File: src/rtl/can_eof_tx_if.sv
// Bus-side signal bundle of the CAN transmit trailer generator.
//   master : the bit-timing / protocol controller (drives sp, rx, start, abort)
//   slave  : can_eof_tx (drives tx, busy, done and the status pulses)
interface can_eof_tx_if;
  logic sp;          // sample-point strobe, one clock wide per CAN bit
  logic rx;          // bus readback, 0 = dominant
  logic start;       // one-clock request to begin the trailer
  logic abort;       // synchronous abort
  logic tx;          // bit driven to the transceiver, 0 = dominant
  logic busy;        // high whenever the trailer generator is not idle
  logic done;        // trailer completed or terminated
  logic ack_error;   // recessive readback in the ACK slot
  logic form_error;  // dominant readback in a fixed-form recessive bit
  logic overload;    // dominant readback in last EOF bit or early intermission

  modport master (
    output sp, rx, start, abort,
    input  tx, busy, done, ack_error, form_error, overload
  );

  modport slave (
    input  sp, rx, start, abort,
    output tx, busy, done, ack_error, form_error, overload
  );
endinterface

File: src/rtl/can_eof_tx.sv
// CAN transmit-side frame trailer generator: after the last CRC bit it drives
// CRC delimiter, ACK slot, ACK delimiter, EOF and intermission, reads the bus
// back on every sample point and reports ack/form/overload conditions.
// Ports:
//   clock : system clock, rising edge
//   reset : asynchronous active-low reset
//   bus   : can_eof_tx_if.slave (sp, rx, start, abort in; tx, busy, done,
//           ack_error, form_error, overload out, all registered)
// Optional feature: define CAN_EOF_TX_ERRFLAG_EN to send an active error flag
// (6 dominant bits) and error delimiter (8 recessive bits) after an error.
module can_eof_tx #(
  parameter int unsigned EOF_BITS = 7,
  parameter int unsigned IFS_BITS = 3,
  parameter int unsigned CNT_W    = 4
) (
  input logic         clock,
  input logic         reset,
  can_eof_tx_if.slave bus
);

  localparam logic [CNT_W-1:0] EOF_LAST = CNT_W'(EOF_BITS - 1);
  localparam logic [CNT_W-1:0] IFS_LAST = CNT_W'(IFS_BITS - 1);
`ifdef CAN_EOF_TX_ERRFLAG_EN
  localparam int unsigned      FLAG_BITS = 6;
  localparam int unsigned      DEL_BITS  = 8;
  localparam logic [CNT_W-1:0] FLAG_LAST = CNT_W'(FLAG_BITS - 1);
  localparam logic [CNT_W-1:0] DEL_LAST  = CNT_W'(DEL_BITS - 1);
`endif

  typedef enum logic [2:0] {
    IDLE,
    CRC_DEL,
    ACK_SLOT,
    ACK_DEL,
    EOF,
    IFS
`ifdef CAN_EOF_TX_ERRFLAG_EN
    ,
    ERR_FLAG,
    ERR_DEL
`endif
  } state_t;

  state_t           state_q, state_d;
  logic [CNT_W-1:0] cnt_q, cnt_d;
  logic             tx_q, busy_q, done_q, ack_q, form_q, ovl_q;
  logic             done_d, ack_d, form_d, ovl_d, err;

  // Saturating increment so the bit counter can never wrap.
  function automatic logic [CNT_W-1:0] cnt_inc(input logic [CNT_W-1:0] c);
    return (c == '1) ? c : c + CNT_W'(1);
  endfunction

  // State and output registers.
  always_ff @(posedge clock or negedge reset) begin
    if (!reset) begin
      state_q <= IDLE;
      cnt_q   <= '0;
      tx_q    <= 1'b1;
      busy_q  <= 1'b0;
      done_q  <= 1'b0;
      ack_q   <= 1'b0;
      form_q  <= 1'b0;
      ovl_q   <= 1'b0;
    end else begin
      state_q <= state_d;
      cnt_q   <= cnt_d;
`ifdef CAN_EOF_TX_ERRFLAG_EN
      tx_q    <= (state_d != ERR_FLAG);
`else
      tx_q    <= 1'b1;
`endif
      busy_q  <= (state_d != IDLE);
      done_q  <= done_d;
      ack_q   <= ack_d;
      form_q  <= form_d;
      ovl_q   <= ovl_d;
    end
  end

  // Next-state and pulse decode; bus bits are judged only on sample points.
  always_comb begin
    state_d = state_q;
    cnt_d   = cnt_q;
    done_d  = 1'b0;
    ack_d   = 1'b0;
    form_d  = 1'b0;
    ovl_d   = 1'b0;
    err     = 1'b0;
    if (bus.abort) begin
      state_d = IDLE;
      cnt_d   = '0;
    end else begin
      case (state_q)
        IDLE: begin
          if (bus.start) begin
            state_d = CRC_DEL;
            cnt_d   = '0;
          end
        end
        CRC_DEL: begin
          if (bus.sp) begin
            if (!bus.rx) begin
              form_d = 1'b1;
              err    = 1'b1;
            end else begin
              state_d = ACK_SLOT;
            end
          end
        end
        ACK_SLOT: begin
          if (bus.sp) begin
            if (bus.rx) begin
              ack_d = 1'b1;
              err   = 1'b1;
            end else begin
              state_d = ACK_DEL;
            end
          end
        end
        ACK_DEL: begin
          if (bus.sp) begin
            if (!bus.rx) begin
              form_d = 1'b1;
              err    = 1'b1;
            end else begin
              state_d = EOF;
              cnt_d   = '0;
            end
          end
        end
        EOF: begin
          if (cnt_q > EOF_LAST) begin
            state_d = IDLE;
            cnt_d   = '0;
          end else if (bus.sp) begin
            // Dominant in the last EOF bit is an overload, not a frame error.
            if (!bus.rx && cnt_q != EOF_LAST) begin
              form_d = 1'b1;
              err    = 1'b1;
            end else begin
              ovl_d = !bus.rx;
              if (cnt_q == EOF_LAST) begin
                state_d = IFS;
                cnt_d   = '0;
              end else begin
                cnt_d = cnt_inc(cnt_q);
              end
            end
          end
        end
        IFS: begin
          if (cnt_q > IFS_LAST) begin
            state_d = IDLE;
            cnt_d   = '0;
          end else if (bus.sp) begin
            // Dominant in the last intermission bit is a new SOF, not overload.
            if (cnt_q == IFS_LAST || !bus.rx) begin
              ovl_d   = !bus.rx && (cnt_q != IFS_LAST);
              done_d  = 1'b1;
              state_d = IDLE;
              cnt_d   = '0;
            end else begin
              cnt_d = cnt_inc(cnt_q);
            end
          end
        end
`ifdef CAN_EOF_TX_ERRFLAG_EN
        ERR_FLAG: begin
          if (cnt_q > FLAG_LAST) begin
            state_d = IDLE;
            cnt_d   = '0;
          end else if (bus.sp) begin
            if (cnt_q == FLAG_LAST) begin
              state_d = ERR_DEL;
              cnt_d   = '0;
            end else begin
              cnt_d = cnt_inc(cnt_q);
            end
          end
        end
        ERR_DEL: begin
          if (cnt_q > DEL_LAST) begin
            state_d = IDLE;
            cnt_d   = '0;
          end else if (bus.sp) begin
            if (cnt_q == DEL_LAST) begin
              done_d  = 1'b1;
              state_d = IDLE;
              cnt_d   = '0;
            end else begin
              cnt_d = cnt_inc(cnt_q);
            end
          end
        end
`endif
        default: begin
          state_d = IDLE;
          cnt_d   = '0;
        end
      endcase
      // Common error exit.
      if (err) begin
`ifdef CAN_EOF_TX_ERRFLAG_EN
        state_d = ERR_FLAG;
        cnt_d   = '0;
`else
        state_d = IDLE;
        cnt_d   = '0;
        done_d  = 1'b1;
`endif
      end
    end
  end

  assign bus.tx         = tx_q;
  assign bus.busy       = busy_q;
  assign bus.done       = done_q;
  assign bus.ack_error  = ack_q;
  assign bus.form_error = form_q;
  assign bus.overload   = ovl_q;

endmodule
File: src/flat_wrapper.sv
// flat-port wrapper written by rule: the top's interface ports become plain ports
module can_eof_tx_flat 
#(
  parameter int unsigned EOF_BITS = 7,
  parameter int unsigned IFS_BITS = 3,
  parameter int unsigned CNT_W    = 4
)
  (clock, reset, bus_sp, bus_rx, bus_start, bus_abort, bus_tx, bus_busy, bus_done, bus_ack_error, bus_form_error, bus_overload);
  can_eof_tx_if bus_i ();
  input logic clock;
  input logic reset;
  input wire logic [$bits(bus_i.sp)-1:0] bus_sp;
  input wire logic [$bits(bus_i.rx)-1:0] bus_rx;
  input wire logic [$bits(bus_i.start)-1:0] bus_start;
  input wire logic [$bits(bus_i.abort)-1:0] bus_abort;
  output wire logic [$bits(bus_i.tx)-1:0] bus_tx;
  output wire logic [$bits(bus_i.busy)-1:0] bus_busy;
  output wire logic [$bits(bus_i.done)-1:0] bus_done;
  output wire logic [$bits(bus_i.ack_error)-1:0] bus_ack_error;
  output wire logic [$bits(bus_i.form_error)-1:0] bus_form_error;
  output wire logic [$bits(bus_i.overload)-1:0] bus_overload;
  assign bus_i.sp = bus_sp;
  assign bus_i.rx = bus_rx;
  assign bus_i.start = bus_start;
  assign bus_i.abort = bus_abort;
  assign bus_tx = bus_i.tx;
  assign bus_busy = bus_i.busy;
  assign bus_done = bus_i.done;
  assign bus_ack_error = bus_i.ack_error;
  assign bus_form_error = bus_i.form_error;
  assign bus_overload = bus_i.overload;
  can_eof_tx #(.EOF_BITS(EOF_BITS), .IFS_BITS(IFS_BITS), .CNT_W(CNT_W)) u_core (.clock(clock), .reset(reset), .bus(bus_i));
endmodule
File: config.mk
export PLATFORM = sky130hd
export DESIGN_NAME = can_eof_tx_flat
export DESIGN_NICKNAME = d
export VERILOG_FILES = /design/src/rtl/can_eof_tx_if.sv /design/src/rtl/can_eof_tx.sv /design/src/flat_wrapper.sv
export SDC_FILE = /design/constraint.sdc
export NUM_CORES = 1
export LEC_CHECK = 0
export CORE_UTILIZATION = 50
export CTS_CLUSTER_DIAMETER = 100
export DETAILED_ROUTE_END_ITERATION = 12
export PLACE_DENSITY = 0.73
export SYNTH_ARGS = -nofsm -noshare
export SYNTH_HDL_FRONTEND = slang
export SYNTH_SLANG_ARGS = --single-unit
File: constraint.sdc
create_clock -name clock -period 2.6 [get_ports clock]
set_clock_uncertainty 0.15 [all_clocks]
set_input_delay 0.65 -clock clock [delete_from_list [all_inputs] [get_ports clock]]
set_output_delay 0.65 -clock clock [all_outputs]
set_load 0.01 [all_outputs]
==> results of run 1 <==
[worst max-delay path, delay by kind of cell]
kind                   cells  cell delay [ns]
buffers and inverters      1             0.57
and+or+nand+nor            2             0.47
AOI/OAI and AO/OA          2             0.47
muxes                      1             0.20
[layout by cell type, fill, tap and decap left out, types with 4 or more instances in the layout]
master / count
dfrtp_1: 12
clkdlybuf4s50_1: 10
nor2_1: 7
nand3_1: 7
nand2_1: 6
buf_4: 6
inv_1: 5
a21oi_1: 4
[power groups by stage]
stage               combinational [mW]  clock (mW)  sequential, mW
global placement                0.0817           0           0.207
CTS                             0.0831       0.152           0.203
floorplan                       0.0604           0           0.201
detailed placement              0.0826           0           0.207
global route                    0.0928       0.157           0.205
finish                          0.0831       0.149           0.204
[metal layers]
metal	global-route usage	vias up
met2	0.388	24
met5	0	-
met1	0.286	356
li1	-	376
met3	0.0735	0
met4	0.0364	0
[state kept, by name, summed over array words and instances (netlist names)]
signal,flops
u_core.state_q,3
u_core.bus.form_error,1
u_core.bus.overload,1
u_core.bus.done,1
u_core.bus.ack_error,1
u_core.bus.busy,1
u_core.cnt_q,4
[cells by family after synthesis]
family / count (synthesis) / synth area share
other: 1 / 0.00413
and+or+nand+nor: 40 / 0.286
xor gates and xnor gates: 2 / 0.0193
DFF: 12 / 0.331
AOI/OAI and AO/OA: 24 / 0.212
muxes: 2 / 0.0276
adders and majority gates: 2 / 0.0276
buffers and inverters: 12 / 0.0924
[worst min-delay path by stage]
stage,startpoint,slack (ns),endpoint,cells past startpoint
after CTS,u_core.cnt_q[1]$_DFFE_PN0P_,0.56,u_core.cnt_q[1]$_DFFE_PN0P_,1
after detailed placement,u_core.cnt_q[1]$_DFFE_PN0P_,0.54,u_core.cnt_q[1]$_DFFE_PN0P_,1
after floorplan,reset,0.20,u_core.bus.ack_error$_DFF_PN0_,0
after global placement,u_core.cnt_q[0]$_DFFE_PN0P_,0.53,u_core.cnt_q[0]$_DFFE_PN0P_,2
final,reset,0.56,u_core.bus.form_error$_DFF_PN0_,1
after global routing,u_core.cnt_q[1]$_DFFE_PN0P_,0.60,u_core.cnt_q[1]$_DFFE_PN0P_,1
[layout make-up]
type                            count  share of cell area
Multi-Input combinational cell     71               0.496
Clock buffer                        4              0.0344
Timing Repair Buffer               16               0.138
Tap cell                           25              0.0297
Sequential cell                    12               0.285
Inverter                            5              0.0178
[metrics by stage]
step | power, mW | utilization | setup WS [ns] | hold WS (ns) | area, µm²
after CTS | 0.438 | 0.618 | 0.333 | 0.557 | 1050
after detailed placement | 0.289 | 0.596 | 0.0434 | 0.539 | 1020
after floorplan | 0.262 | - | 0.591 | 0.204 | 907
after global placement | 0.288 | 0.596 | 0.0634 | 0.532 | 1020
after global routing | 0.455 | 0.618 | 0.223 | 0.595 | 1050
final | 0.436 | 0.618 | 0.305 | 0.562 | 1050
==> summary.md, run 1 <==
| Metric | Value |
|---|---|
| RSZ-0062 raised after global routing | `no` |
| Leakage | `between 0.4 and 0.5 nW` |
| Flop and latch count out of synthesis | `12` |
| I/O Buffers | `10` |
| DP Cell Count | `approximately 130` |
| Sink Count | `12` |
| CP peak stage delay | `between 0.5 and 0.6 ns` |
| Slowest cell on the critical path | `clkdlybuf4s50_1` |
| Initial cell density of the core | `0.531` |
| HPWL Detailed | `approximately 1500 µm` |
| Die H | `around 45 µm` |
| Fillers | `roughly 150` |
| Metal3 WL | `about 86 µm` |
| Worst slew margin | `0.627` |
| Die span in x | `~45 µm` |
| Drt first pass iters | `4` |
| Net switching power | `119 µW` |
| Via/cell ratio | `between 5 and 6` |
| Uppermost layer routed | `met3` |
| Area occupied by multi-input gates | `between 500 and 600 µm²` |
| Arrival time at the worst endpoint | `about 2.4 ns` |
| Overall fraction of global-route tracks in use | `0.228` |
| Power Density | `413 nW/µm²` |
| Grt total ovfl | `0` |
| First-pass GRT wire length | `around 3200 µm` |
| Measured slew at the worst slew-check pin | `0.559 ns` |
| Internal Power | `between 300 and 400 µW` |
| Routed Antenna Nets | `0` |
| FF-to-FF End | `u_core.bus.busy$_DFF_PN0_` |
| Max-Cap Viols | `0` |
| Library cells used by synthesis | `45` |
| Sequential share of power | `0.467` |
| Cell Rows | `15` |
| Max Fanout on Critical Path | `11` |
| Post-route insts no fill | `133` |
| Final hold vios | `0` |
| Initial antenna violation count | `0` |
| Net Count, Synth | `103` |
| DRT iter0 DRCs | `32` |
| DR WL/cell | `approximately 15 µm` |
| Critical path class | `primary input to register` |
| Post-CTS resize count | `0` |
| Top Ports | `12` |
| Critical path, cell by cell | `clkdlybuf4s50_1, and2_2, a32oi_2, nand3_1, o21ai_0, mux2_4` |
| Crit start category | `primary input` |
| Fmax | `436 MHz` |
| Nets | `roughly 120` |
| Internal reg-to-reg setup slack | `~0.50 ns` |
| Final Max Tran Viols | `0` |
| Fin crit share | `0.883` |
| R2R Path Start | `u_core.cnt_q[0]$_DFFE_PN0P_` |
| M1 wire length | `between 800 and 900 µm` |
| Largest net degree at the start of global routing | `14` |
| Skew-Pair Late Insertion Delay | `about 0.28 ns` |
| CTS buffer count | `3` |
| Post-Route Setup TNS | `0 ns` |
| Part of the power in the clock network | `0.342` |
| Synth Area per Inst | `roughly 9.5 µm²` |
| Vias | `about 760` |
| GPL Wtd Cong | `between 0.9 and 1` |
| Status | `finished clean` |
| Sequential-to-total area share from yosys stat | `0.331` |
| R2r worst-path depth | `7` |
| Post-CTS Setup Inserts | `0` |
| Core area | `about 1700 µm²` |
| DIE AREA | `between 1500 and 2000 µm²` |
| Share of cells above drive strength 1 | `0.194` |
| Met2 Routed Length | `around 1000 µm` |
| Vias in the first global route | `between 700 and 800` |
| VDD IR max | `0.325 mV` |
| Final setup violating endpoints | `0` |
| Worst hold path class | `primary input to asynchronous set/reset pin` |
| Cells after synthesis | `95` |
| Synth top cells by count | `12 x dfrtp_1, 7 x nand3_1, 7 x nor2_1` |
| CTS Buffer Depth | `2` |
| P&R area growth vs syn | `16.3%` |
| Detailed Route WL | `roughly 1900 µm` |
| Depth of the CTS H-tree | `1` |
| Ys Warns | `0` |
| Critical Path End | `u_core.cnt_q[0]$_DFFE_PN0P_` |
| # diodes | `0` |
| Clock Tree Root | `clkbuf_4` |
| Area leader, netlist | `dfrtp_1` |
| Hold buffers post-CTS | `0` |
| Top_reg_cell synth | `dfrtp_1` |
| Register area | `roughly 300 µm²` |
| Endpoint class of the critical path | `register` |
| Number of flops mapped to enable cells by yosys | `0` |
| Setup crit start | `bus_sp` |
| # DRC | `0` |
| Ranking of synthesized cells by area | `dfrtp_1 33%, nor4b_4 5.2%, nand3_1 3.9%` |
| Crit path required time | `2.67 ns` |
| Cell area after synthesis | `slightly above 900 µm²` |
| CTS tree | `yes` |
| Switching share of power | `0.272` |
| Logic pwr share | `0.191` |
| Top-area cell type share of the netlist area | `0.331` |
| Share of async-settable or async-resettable flops after synthesis | `1.00` |
| Crit path time final | `around 2.3 ns` |
| Reg clk slew, reported paths | `approximately 0.080 ns` |
| Most frequent cell after synthesis | `dfrtp_1` |
Note: power is estimated with default switching activity, not from simulation.
==> run 2: changes to the inputs <==
--- a/config.mk
+++ b/config.mk
@@ -5,6 +5,7 @@
 export SDC_FILE = /design/constraint.sdc
 export NUM_CORES = 1
 export LEC_CHECK = 0
+export CORE_MARGIN = 1
 export CORE_UTILIZATION = 50
 export CTS_CLUSTER_DIAMETER = 100
 export DETAILED_ROUTE_END_ITERATION = 12
==> results of run 2 <==
Same layout as run 1: the final DEF is identical, and so are final timing and power.
